**config.mk**
```make
export PLATFORM = sky130hd
export DESIGN_NAME = ds_dac_ctrl
export DESIGN_NICKNAME = d
export VERILOG_FILES = /design/src/rtl/ds_dac_ctrl.sv
export SDC_FILE = /design/constraint.sdc
export NUM_CORES = 1
export LEC_CHECK = 0
export CORE_MARGIN = 8
export CORE_UTILIZATION = 40
export CTS_BUF_LIST = sky130_fd_sc_hd__clkbuf_2 sky130_fd_sc_hd__clkbuf_4 sky130_fd_sc_hd__clkbuf_8
export DETAILED_ROUTE_END_ITERATION = 12
export GPL_TIMING_DRIVEN = 0
export PLACE_DENSITY_LB_ADDON = 0.3
export SETUP_SLACK_MARGIN = 0.4
export SYNTH_ARGS = -nofsm -noshare
export SYNTH_HDL_FRONTEND = slang
export SYNTH_SLANG_ARGS = --single-unit
```
**constraint.sdc**
```tcl
create_clock -name clk -period 7.2 [get_ports clk]
set_input_delay 0.72 -clock clk [delete_from_list [all_inputs] [get_ports clk]]
set_output_delay 0.72 -clock clk [all_outputs]
set_load 0.03 [all_outputs]
```
**src/rtl/ds_dac_ctrl.sv**
```systemverilog
// Delta-sigma DAC feeder: sample FIFO, tick/strobe divider and play/ramp-down sequencer.
// Samples leave the FIFO on strobes; a stop ramps the output to zero before resetting the modulator.
module ds_dac_ctrl #(
    parameter int DEPTH = 8,
    parameter int STEP  = 4096
) (
    input  logic                      clk,
    input  logic                      rst,
    input  logic                      en,
    input  logic [15:0]               osr_div,
    input  logic [7:0]                ratio,
    input  logic                      s_valid,
    input  logic signed [15:0]        s_data,
    output logic                      s_ready,
    output logic                      dac_cke,
    output logic signed [15:0]        dac_din,
    output logic                      dac_rst,
    output logic                      busy,
    output logic                      underflow,
    output logic [15:0]               ucnt,
    output logic [$clog2(DEPTH):0]    level
);
    localparam int AW = $clog2(DEPTH);
    localparam int LW = AW + 1;
    localparam logic [LW-1:0] FULL = LW'(DEPTH);
    localparam logic [LW-1:0] HALF = LW'(DEPTH / 2);
    localparam logic signed [16:0] STEP_S = 17'(STEP);

    typedef enum logic [1:0] {S_IDLE, S_PRIME, S_RUN, S_STOP} state_t;

    state_t                  r_state, w_next;
    logic [15:0]             r_osr_q, r_div_cnt;
    logic [7:0]              r_ratio_q, r_tick_cnt;
    logic signed [15:0]      r_mem [DEPTH];
    logic [AW-1:0]           r_wr_ptr, r_rd_ptr;
    logic [LW-1:0]           r_level;
    logic signed [15:0]      r_din;
    logic                    r_cke, r_under;
    logic [15:0]             r_ucnt;
    logic                    w_tick, w_strobe, w_push, w_pop, w_under, w_flush, w_ramp, w_latch;

    // Move a sample one STEP toward zero without crossing it.
    function automatic logic signed [15:0] ramp_to_zero(input logic signed [15:0] din);
        logic signed [16:0] v;
        v = 17'(din);
        if (v > STEP_S)
            return 16'(v - STEP_S);
        else if (v < -STEP_S)
            return 16'(v + STEP_S);
        else
            return '0;
    endfunction

    assign w_tick   = (r_state != S_IDLE) && (r_div_cnt == r_osr_q);
    assign w_strobe = w_tick && (r_tick_cnt == r_ratio_q);

    always_ff @(posedge clk) begin
        if (!rst)
            r_state <= S_IDLE;
        else
            r_state <= w_next;
    end

    always_comb begin
        w_next = r_state;
        case (r_state)
            S_IDLE:  if (en) w_next = S_PRIME;
            S_PRIME: begin
                if (!en)
                    w_next = S_STOP;
                else if (w_strobe && r_level >= HALF)
                    w_next = S_RUN;
            end
            S_RUN:   if (!en) w_next = S_STOP;
            S_STOP:  if (w_strobe && r_din == 16'sd0) w_next = S_IDLE;
            default: w_next = S_IDLE;
        endcase
    end

    always_comb begin
        w_latch = (r_state == S_IDLE) && en;
        w_pop   = 1'b0;
        w_under = 1'b0;
        w_flush = 1'b0;
        w_ramp  = 1'b0;
        case (r_state)
            S_PRIME: w_pop = w_strobe && en && (r_level >= HALF);
            S_RUN: begin
                w_pop   = w_strobe && (r_level != '0);
                w_under = w_strobe && (r_level == '0);
            end
            S_STOP: begin
                w_flush = w_strobe && (r_din == 16'sd0);
                w_ramp  = w_strobe && (r_din != 16'sd0);
            end
            default: ;
        endcase
    end

    assign w_push = s_valid && s_ready && !w_flush;

    always_ff @(posedge clk) begin
        if (!rst) begin
            r_osr_q    <= '0;
            r_ratio_q  <= '0;
            r_div_cnt  <= '0;
            r_tick_cnt <= '0;
        end else begin
            if (w_latch) begin
                r_osr_q   <= osr_div;
                r_ratio_q <= ratio;
            end
            if (r_state == S_IDLE || w_flush) begin
                r_div_cnt  <= '0;
                r_tick_cnt <= '0;
            end else if (w_tick) begin
                r_div_cnt  <= '0;
                r_tick_cnt <= (r_tick_cnt == r_ratio_q) ? 8'd0 : r_tick_cnt + 8'd1;
            end else begin
                r_div_cnt  <= r_div_cnt + 16'd1;
            end
        end
    end

    always_ff @(posedge clk) begin
        if (w_push)
            r_mem[r_wr_ptr] <= s_data;
    end

    // Pop and push in one cycle leave the level untouched; a flush wins over both.
    always_ff @(posedge clk) begin
        if (!rst || w_flush) begin
            r_wr_ptr <= '0;
            r_rd_ptr <= '0;
            r_level  <= '0;
        end else begin
            if (w_push) r_wr_ptr <= r_wr_ptr + AW'(1);
            if (w_pop)  r_rd_ptr <= r_rd_ptr + AW'(1);
            case ({w_push, w_pop})
                2'b10:   r_level <= r_level + LW'(1);
                2'b01:   r_level <= r_level - LW'(1);
                default: r_level <= r_level;
            endcase
        end
    end

    always_ff @(posedge clk) begin
        if (!rst) begin
            r_din   <= '0;
            r_cke   <= 1'b0;
            r_under <= 1'b0;
            r_ucnt  <= '0;
        end else begin
            r_cke   <= w_tick;
            r_under <= w_under;
            if (w_pop)
                r_din <= r_mem[r_rd_ptr];
            else if (w_ramp)
                r_din <= ramp_to_zero(r_din);
            if (w_under && r_ucnt != 16'hFFFF)
                r_ucnt <= r_ucnt + 16'd1;
        end
    end

    assign s_ready   = (r_level < FULL);
    assign level     = r_level;
    assign dac_cke   = r_cke;
    assign dac_din   = r_din;
    assign dac_rst   = (r_state == S_IDLE);
    assign busy      = (r_state != S_IDLE);
    assign underflow = r_under;
    assign ucnt      = r_ucnt;
endmodule

```
==> results of run 1 <==
-- tightest hold or removal path, cell delays in order (launching register included) --
cell	delay, ns
dfxtp_1	0.31
nand2_1	0.05
a21oi_1	0.05
-- cell families after synthesis --
family	Yosys count	share of synthesized area, %
compound gates	93	5.71
simple gates	251	13.5
mux	56	10.3
xor+xnor	54	5.05
fa+ha+maj	16	2.11
flops	225	60.9
buf+inv	56	2.45
-- cells in the mapped netlist, drive strengths merged, types with 2 or more instances --
cell type	number	share of area [%]
edfxtp	128	40
dfxtp	97	20
nand2	91	3.6
a21oi	57	3.0
nor2	45	1.8
xor2	34	3.2
mux4	32	7.6
clkbuf	30	1.2
xnor2	20	1.8
nand3	19	1.0
inv	17	0.67
ha	16	2.1
mux2	16	1.9
o21ai	15	0.79
nor4	12	0.95
or3	12	0.79
or3b	12	1.1
nor3	11	0.58
and3	9	0.59
nand4	9	0.66
or4	9	0.75
buf	8	0.55
mux2i	8	0.84
nor2b	7	0.46
o31ai	5	0.39
and4	3	0.28
nor4b	3	0.28
a21o	2	0.16
nand2b	2	0.13
nor3b	2	0.16
o2111a	2	0.24
o211a	2	0.21
o311ai	2	0.18
o41ai	2	0.18
-- through the flow --
stage,utilization (%),area [um^2],power [uW],hold WS [ns],cells
after floorplan,-,9510,1720,0.445,751
after global placement,45.9,10700,1850,0.455,1153
after detailed placement,46.7,10900,1860,0.458,1163
after CTS,50.0,11700,3040,0.466,1231
after global routing,50.0,11700,3140,0.489,1231
final,50.0,11700,3000,0.467,1231
-- routing by layer --
metal	vias up	share of wire, %
met4	2	1.9
li1	3039	-
met2	171	47
met3	38	6.1
met5	-	0.060
met1	3008	45
-- state kept, by name (all words and copies together), names as in the netlist, named ones only --
name and flops:
dac_din 16, r_tick_cnt 8, r_mem 128, underflow 1, r_wr_ptr 3, r_ratio_q 8
level 4, ucnt 16, r_osr_q 16, r_state 2, dac_cke 1, r_div_cnt 16
r_rd_ptr 3
-- final cells by class --
cell class / instances / area (um^2)
multi-input combinational: 470 / 3520
inverter: 18 / 67.6
fill: 2069 / 11700
clock inverter: 20 / 165
timing repair buffer: 93 / 985
clock buffer: 48 / 617
sequential: 225 / 5790
tap: 319 / 399
buffer: 38 / 165
-- power by group --
part           internal (uW)  switching [uW]  leakage (uW)  total, uW
combinational            146             234       0.00162        380
clock                    645             525      0.000400       1170
sequential              1410            37.2       0.00195       1450
total                   2200             797       0.00397       3000
-- final timing paths --
check	to	slack (ns)	start	cells past startpoint
hold / removal	r_osr_q[0]	0.47	r_osr_q[0]	2
hold reg to reg	r_osr_q[0]	0.47	r_osr_q[0]	2
setup reg to reg	level[2]	3.83	r_state[0]	16
setup / recovery	level[2]	3.83	r_state[0]	16
-- layout by cell type (no fill, tap or decap), types with 3 or more instances in the layout --
master	netlist	final
or4_1	8	8
clkbuf_8	0	41
and3_1	9	9
clkinv_1	1	12
a21oi_1	57	57
and4_1	3	3
nor3_1	11	10
nor2_1	45	43
mux2i_1	8	8
xnor2_1	20	20
o31ai_1	5	5
nor2b_1	7	5
clkbuf_4	0	7
xor2_1	33	33
nand2_1	91	91
buf_16	0	3
o21ai_0	15	15
edfxtp_1	128	128
or3b_2	12	12
buf_6	3	4
nor4_1	11	10
or3_1	12	12
buf_4	0	4
dfxtp_1	97	97
nand4_1	8	8
mux4_2	32	32
buf_1	5	5
clkdlybuf4s50_1	0	83
mux2_2	16	16
clkbuf_1	30	30
inv_1	17	17
nand3_1	19	19
ha_1	16	16
==> impl_results.md, run 1 <==
* Max-cap violations at 0
* Die Width at 170 um
* Die Y-Extent at 170 um
* DRC viols at 0
* WL final at 21.5 mm
* Worst EP required at 7.61 ns
* Synth Instances at 751
* Clock skew at 0.0193 ns
* Layout cells sized above 1 at 15.7%
* Pleak at 0.00397 uW
* RSZ-0062 raised after global routing: false
* DR vias/cell at 5.08
* Core Region at 23,400 um^2
* CTS Buf Count at 39
* DRT Pass-1 Iters at 5
* Synth Cell Area at 9510 um^2
* Post-synth EDFFs at 128
* Post-synthesis area per instance at 12.7 um^2
* CP Max Fanout at 10
* Top FF cell, synth: edfxtp_1
* CTS tree: done
* CP cell instances: inv_1, ha_1, nor2_1, nand4_2, clkbuf_1, or3_1, clkbuf_1, inv_1, ha_1, xor2_1, ha_1, a21oi_1, xor2_1, nor2_1, xnor2_1, nor2_1
* Starting Density at 40.6%
* Vias in the first global route at 6,266
* Worst Hold Class: register to register
* CP arrival at 3.77 ns
* Largest delay contributor family on the critical path: simple AND/OR/NAND/NOR gates
* Seq/Total Area, Yosys at 60.9%
* Register bit count reported by yosys at 225
* CTS root buf: clkbuf_8
* Tcrit/Tclk final at 46.8%
* Worst-Skew Late Latency at 0.55 ns
* Nets@finish at 945
* Slew @ Worst Pin at 0.979 ns
* IO Count at 85
* Rows at 56
* Routed WL per cell at 17.5 um
* H-tree depth at 2
* Hold_buf cts at 0
* 1st-iter DRT viols at 360
* Total gr overflow at 0
* Final WS setup at 3.83 ns
* Vias at 6,258
* M1 GR Usage at 19.3%
* Grt met3 use at 3.71%
* Crit start category: register
* Ant diodes at 0
* Relative slew slack at 34.5%
* Net Count, Synth at 811
* ANT nets after route at 0
* Die footprint at 29,000 um^2
* Power per cell area at 256 nW/um^2
* Clock Path Buffers at 3
* Pin count of the biggest net entering global routing at 15
* DP HPWL at 15.0 mm
* Initial antenna violation count at 1
* Pre-CTS setup slack at 3.73 ns
* Setup TNS at 0 ns
* Synth cell types at 51
* Final setup fails at 0
* Setup Buffers After CTS at 0
* Placer Congestion at 0.799
* Critical path's largest stage delay at 0.39 ns
* Port Buffers at 83
* Area grow syn2layout at 23.1%
* First-pass GRT wire length at 34.1 mm
* Asr flop ratio synth at 0%
* Total track usage at 15.0%
* Worst-path clk slew at 0.06 ns
* Max Clk Rate at 297 MHz
* Outcome: completed
* Worst vdd ir at 0.121 mV
* Buf/Inv on CP at 4
* Syn. warnings at 0
* Post-CTS resize count at 0
* Tmin final at 3.37 ns
* Final Slew Violations at 0
* M2 GR Usage at 24.2%
* Worst Setup End Kind: register
* Fin. Hold Viols at 0
* Critical path class: register to register
* # clock sinks at 225
* CP max stage cell: dfxtp_1
* GR peak layer: met2
Note: power is estimated with default switching activity, not from simulation.
==> run 2: changes to the inputs <==
- clock period: 7.2 -> 2.8 ns (I/O delays scaled with it)
==> impl_results.md, run 2 (synthesized netlist as in run 1, its figures left out) <==
* Commonest cells after routing, fill and taps aside: edfxtp_1 (128), nand2_1 (88), dfxtp_1 (87), clkdlybuf4s50_1 (82), clkbuf_8 (45)
* CP arrival at 3.35 ns
* Slew @ Worst Pin at 0.755 ns
* Final WS setup at -0.115 ns
* Die footprint at 29,000 um^2
* Final Slew Violations at 0
* Hold_buf cts at 0
* Worst reg2reg endpoint: level[2]
* Max Clk Rate at 343 MHz
* Worst vdd ir at 0.361 mV
* Core Region at 23,400 um^2
* DR vias/cell at 5.14
* Worst Setup End Kind: register
* Worst-path clk slew at 0.06 ns
* CP cell instances: xor2_1, nor4_1, nand2_1, clkbuf_8, or4b_4, nand2_4, ha_4, xor2_2, ha_4, a21oi_2, xor2_1, nor2_1, xnor2_1, nor2_1
* First-pass GRT wire length at 35.6 mm
* Vias at 6,528
* Area grow syn2layout at 33.0%
* CTS tree: done
* CTS root buf: clkbuf_8
* Max reg flops at 128
* WL final at 23.6 mm
* # fillers at 1,997
* Total track usage at 15.7%
* DRT Pass-1 Iters at 4
* Pre-CTS setup slack at -0.364 ns
* # clock sinks at 225
* Worst Hold Class: primary input to register
* Layout cells sized above 1 at 27.7%
* CTS Buf Count at 39
* RR Startpoint: r_tick_cnt[1]
* Hold Crit Start: rst
* ANT nets after route at 0
* Largest reg by FF count: r_mem
* Fin. Hold Viols at 0
* DP HPWL at 14.5 mm
* Die Width at 170 um
* RSZ-0062 raised after global routing: true
* 1st-iter DRT viols at 319
* Total gr overflow at 0
* Nets@finish at 981
* Outcome: finished, violations left
* Sink of the worst hold path: r_rd_ptr[1]
* Tmin final at 2.92 ns
* Setup TNS at -0.584 ns
* Initial antenna violation count at 1
* DRC viols at 0
* Rows at 56
* Worst-Skew Late Latency at 0.56 ns
* Ant diodes at 0
* Tcrit/Tclk final at 104%
* Worst EP required at 3.24 ns
* Placed insts at 1,154
* H-tree depth at 2
* Routed WL per cell at 18.6 um
* R2R depth at 14
* Power per cell area at 623 nW/um^2
* Vias in the first global route at 6,509
* Critical path class: register to register
* Starting Density at 40.6%
* Die Y-Extent at 170 um
* Port Buffers at 83
* Clock Path Buffers at 3
* Hold Crit Depth at 3
* Reg2Reg Setup Slack at -0.12 ns
* CP Max Fanout at 4
* IO Count at 85
* Commonest non-fill, non-tap cell in the layout: edfxtp_1
* Relative slew slack at 49.6%
* Pleak at 0.00441 uW
* Max-cap violations at 0
* Failing checks: setup timing
* Clock skew at 0.0435 ns
* Critical path's largest stage delay at 0.58 ns
* Placer Congestion at 0.804
* Crit start category: register
* CP max stage cell: or4b_4
* Pin count of the biggest net entering global routing at 17
* Cell Count, Final, Fillers Out at 1,271
* Final setup fails at 20
-- run 2: cell types whose count changed in the layout (fill, tap and decap cells not counted), moves of 7 or more --
cell,previous run,this run
a21oi_1,57,37
a21oi_2,0,20
buf_4,4,24
buf_6,4,12
clkbuf_1,30,18
dfxtp_1,97,87
dfxtp_2,0,7
or3b_2,12,0
or3b_4,0,12
-- run 2: through the flow --
step	hold slack (ns)	instance area (um^2)	total power [uW]	utilization, %
2_1_floorplan	0.379	9620	4460	-
3_3_place_gp	0.456	10800	4810	46.3
3_5_place_dp	0.461	10900	4810	46.5
4_1_cts	0.132	12000	7830	51.5
5_1_grt	0.224	12600	8240	54.0
6_report	0.247	12600	7870	54.0
-- run 2: metal layers --
layer | up-vias | wire (um) | GRT usage (%)
met2 | 177 | 11600 | 26.5
met3 | 43 | 1700 | 3.89
met5 | - | 13 | 0
li1 | 3124 | - | -
met4 | 2 | 601 | 5.38
met1 | 3182 | 9700 | 19.3
-- run 2: how the worst max path moves through the flow --
stage | start | to
after floorplan | r_div_cnt[7] | level[2]
after global placement | r_tick_cnt[0] | r_mem[6][10]
after detailed placement | r_tick_cnt[0] | r_mem[2][5]
after CTS | r_tick_cnt[1] | level[2]
after global routing | r_tick_cnt[1] | level[2]
final | r_tick_cnt[1] | level[2]
-- run 2: timing repair --
item                                    4_1_cts  5_1_grt
pin swaps                                    13       28
endpoints found under the setup margin      186      185
cloned                                        3        6
setup buffers                                17       19
gates resized for setup                      41      123
-- run 2: final cells by class --
class / instances / area [um^2] / area share, %
Inverter: 18 / 80.1 / 0.633
Sequential cell: 225 / 5810 / 45.9
Clock buffer: 51 / 652 / 5.16
Tap cell: 319 / 399 / 3.16
Buffer: 38 / 239 / 1.89
Clock inverter: 21 / 118 / 0.930
Multi-Input combinational cell: 474 / 4020 / 31.8
Timing Repair Buffer: 125 / 1320 / 10.5
-- run 2: critical path, delay by kind of cell (launching register included) --
kind / cells / cell delay [ns]
and+or+nand+nor: 6 / 1.29
xor gates and xnor gates: 4 / 0.62
DFF: 1 / 0.36
adders and majority gates: 2 / 0.32
buffers and inverters: 1 / 0.17
AOI/OAI and AO/OA: 1 / 0.03
-- run 2: power by group --
| part | switching [uW] | internal (uW) | leakage (uW) |
|---|---|---|---|
| Clock | 1360 | 1550 | 0.000401 |
| Sequential | 99.4 | 3630 | 0.00195 |
| Combinational | 722 | 513 | 0.00205 |
| Total | 2180 | 5690 | 0.00441 |
==> run 3: changes to the inputs <==
- CORE_MARGIN: 8 -> not set
- CORE_UTILIZATION: 40 -> 58
- clock period: 2.8 -> 2.75 ns (I/O delays scaled with it)
==> impl_results.md, run 3 (synthesized netlist as in run 1, its figures left out) <==
* Outcome: finished, violations left
* Failing checks: setup timing
* Worst Hold Class: primary input to register
* Die Y-Extent at 130 um
* CP Max Fanout at 5
* DP HPWL at 13.7 mm
* Tcrit/Tclk final at 110%
* CTS tree: done
* Final Slew Violations at 0
* Max-cap violations at 0
* R2R depth at 17
* Total track usage at 29.0%
* Area grow syn2layout at 32.0%
* DRT Pass-1 Iters at 6
* Commonest non-fill, non-tap cell in the layout: edfxtp_1
* Worst vdd ir at 0.507 mV
* Area of the multi-input gates at 4040 um^2
* Final setup fails at 142
* Core Util, Final at 78.7%
* Sequential cell area at 5820 um^2
* Max reg flops at 128
* Power Total at 8090 uW
* GR peak layer: met2
* M2 GR Usage at 51.1%
* Reg2Reg Setup Slack at -0.27 ns
* CTS Buf Count at 36
* First-pass GRT wire length at 36.4 mm
* Commonest cells after routing, fill and taps aside: edfxtp_1 (128), nand2_1 (88), clkdlybuf4s50_1 (82), dfxtp_1 (79), a21oi_1 (45)
* Power per cell area at 645 nW/um^2
* Die footprint at 16,900 um^2
* Initial antenna violation count at 0
* Total gr overflow at 0
* Tmin final at 3.02 ns
* RSZ-0062 raised after global routing: true
* Starting Density at 59.6%
* RR Startpoint: r_state[0]
* # fillers at 862
* Clock Path Buffers at 3
* Vias in the first global route at 6,911
* M1 GR Usage at 34.3%
* Worst-path clk slew at 0.06 ns
* Clock power share at 35.5%
* H-tree depth at 2
* Comb power frac at 17.4%
* Clock skew at 0.0235 ns
* Internal Power at 5880 uW
* Hold_buf cts at 0
* Final WS setup at -0.269 ns
* CTS root buf: clkbuf_8
* Grt met3 use at 5.17%
* WL final at 25.2 mm
* Pin count of the biggest net entering global routing at 17
* Worst Setup End Kind: register
* Hold Crit Depth at 3
* Crit start category: register
* DR vias/cell at 6.02
* Routed WL per cell at 21.7 um
* Worst reg2reg endpoint: level[3]
* Placer Congestion at 0.854
* # clock sinks at 225
* Worst-Skew Late Latency at 0.54 ns
* ANT nets after route at 0
* Fin. Hold Viols at 0
* Largest reg by FF count: r_mem
* Pleak at 0.00439 uW
* Slew @ Worst Pin at 0.801 ns
* Vias at 7,004
* IO Count at 85
* DRC viols at 0
* Max Clk Rate at 331 MHz
* CP Launch Point: r_state[0]
* Nets@finish at 980
* Sink of the worst hold path: r_ratio_q[4]
* Relative slew slack at 46.6%
* Core Region at 15,900 um^2
* Switch share at 27.3%
* Seq pwr share at 47.1%
* 1st-iter DRT viols at 501
* Port Buffers at 83
* Rows at 46
* Hold Crit Start: ratio[4]
* P_sw at 2210 uW
* Die Width at 130 um
* Layout cells sized above 1 at 29.0%
* Critical path class: register to register
* Worst EP required at 3.18 ns
* CP arrival at 3.45 ns
* Ant diodes at 0
[run 3: how the worst max path moves through the flow]
stage	to	cells after the start
2_1_floorplan	level[2]	16
3_3_place_gp	level[2]	15
3_5_place_dp	level[2]	15
4_1_cts	level[2]	14
5_1_grt	level[3]	17
6_report	level[3]	17
[run 3: power by group through the flow]
stage                     logic [uW]  clock network, uW  registers (uW)
after floorplan                  690                  0            3850
after global placement           985                  0            3860
after detailed placement        1030                  0            3870
after CTS                       1260               2880            3800
after global routing            1490               3050            3830
final                           1410               2870            3810
[run 3: metrics by stage]
stage	worst slack, ns	TNS [ns]	hold WS [ns]	cells	instance area (um^2)
after CTS	-0.183	-0.794	0.219	1150	12200
after global placement	-0.385	-8.63	0.457	1050	10700
final	-0.269	-12.83	0.287	1163	12500
after floorplan	-0.0364	-0.0364	0.374	751	9630
after global routing	-0.374	-20.10	0.301	1163	12500
after detailed placement	-0.500	-13.07	0.464	1050	10700
[run 3: cell type report]
cell class                      count  share of cell area (%)
Multi-Input combinational cell    474                    32.2
Buffer                             38                    2.16
Clock inverter                      8                   0.379
Sequential cell                   225                    46.4
Inverter                           18                   0.578
Clock buffer                       57                    5.40
Timing Repair Buffer              127                    10.8
Tap cell                          216                    2.15
[run 3: worst max-delay path: stages (launching register included)]
cell and delay [ns]:
dfxtp_2 0.35, inv_1 0.17, ha_2 0.26, o21ai_0 0.10
nand2_1 0.13, nand4_1 0.20, or3_4 0.46, buf_8 0.14
inv_4 0.05, ha_4 0.16, buf_4 0.12, buf_6 0.09
a211oi_1 0.04, a21oi_1 0.19, nand2_1 0.13, a21oi_2 0.16
xnor2_1 0.13, nor2_1 0.05
[run 3: metal layers]
metal | vias to the layer above | part of all wire [%]
met3 | 100 | 7.1
met2 | 347 | 51
met1 | 3438 | 37
met4 | 0 | 4.5
met5 | - | 0
li1 | 3119 | -
[run 3: repair_timing]
action / 4_1_cts / 5_1_grt
pin swaps: 38 / 15
endpoints found under the setup margin: 186 / 187
gates resized for setup: 92 / 86
hold endpoints to repair: 0 / 0
gates cloned: 9 / 2
buffers inserted: 26 / 11
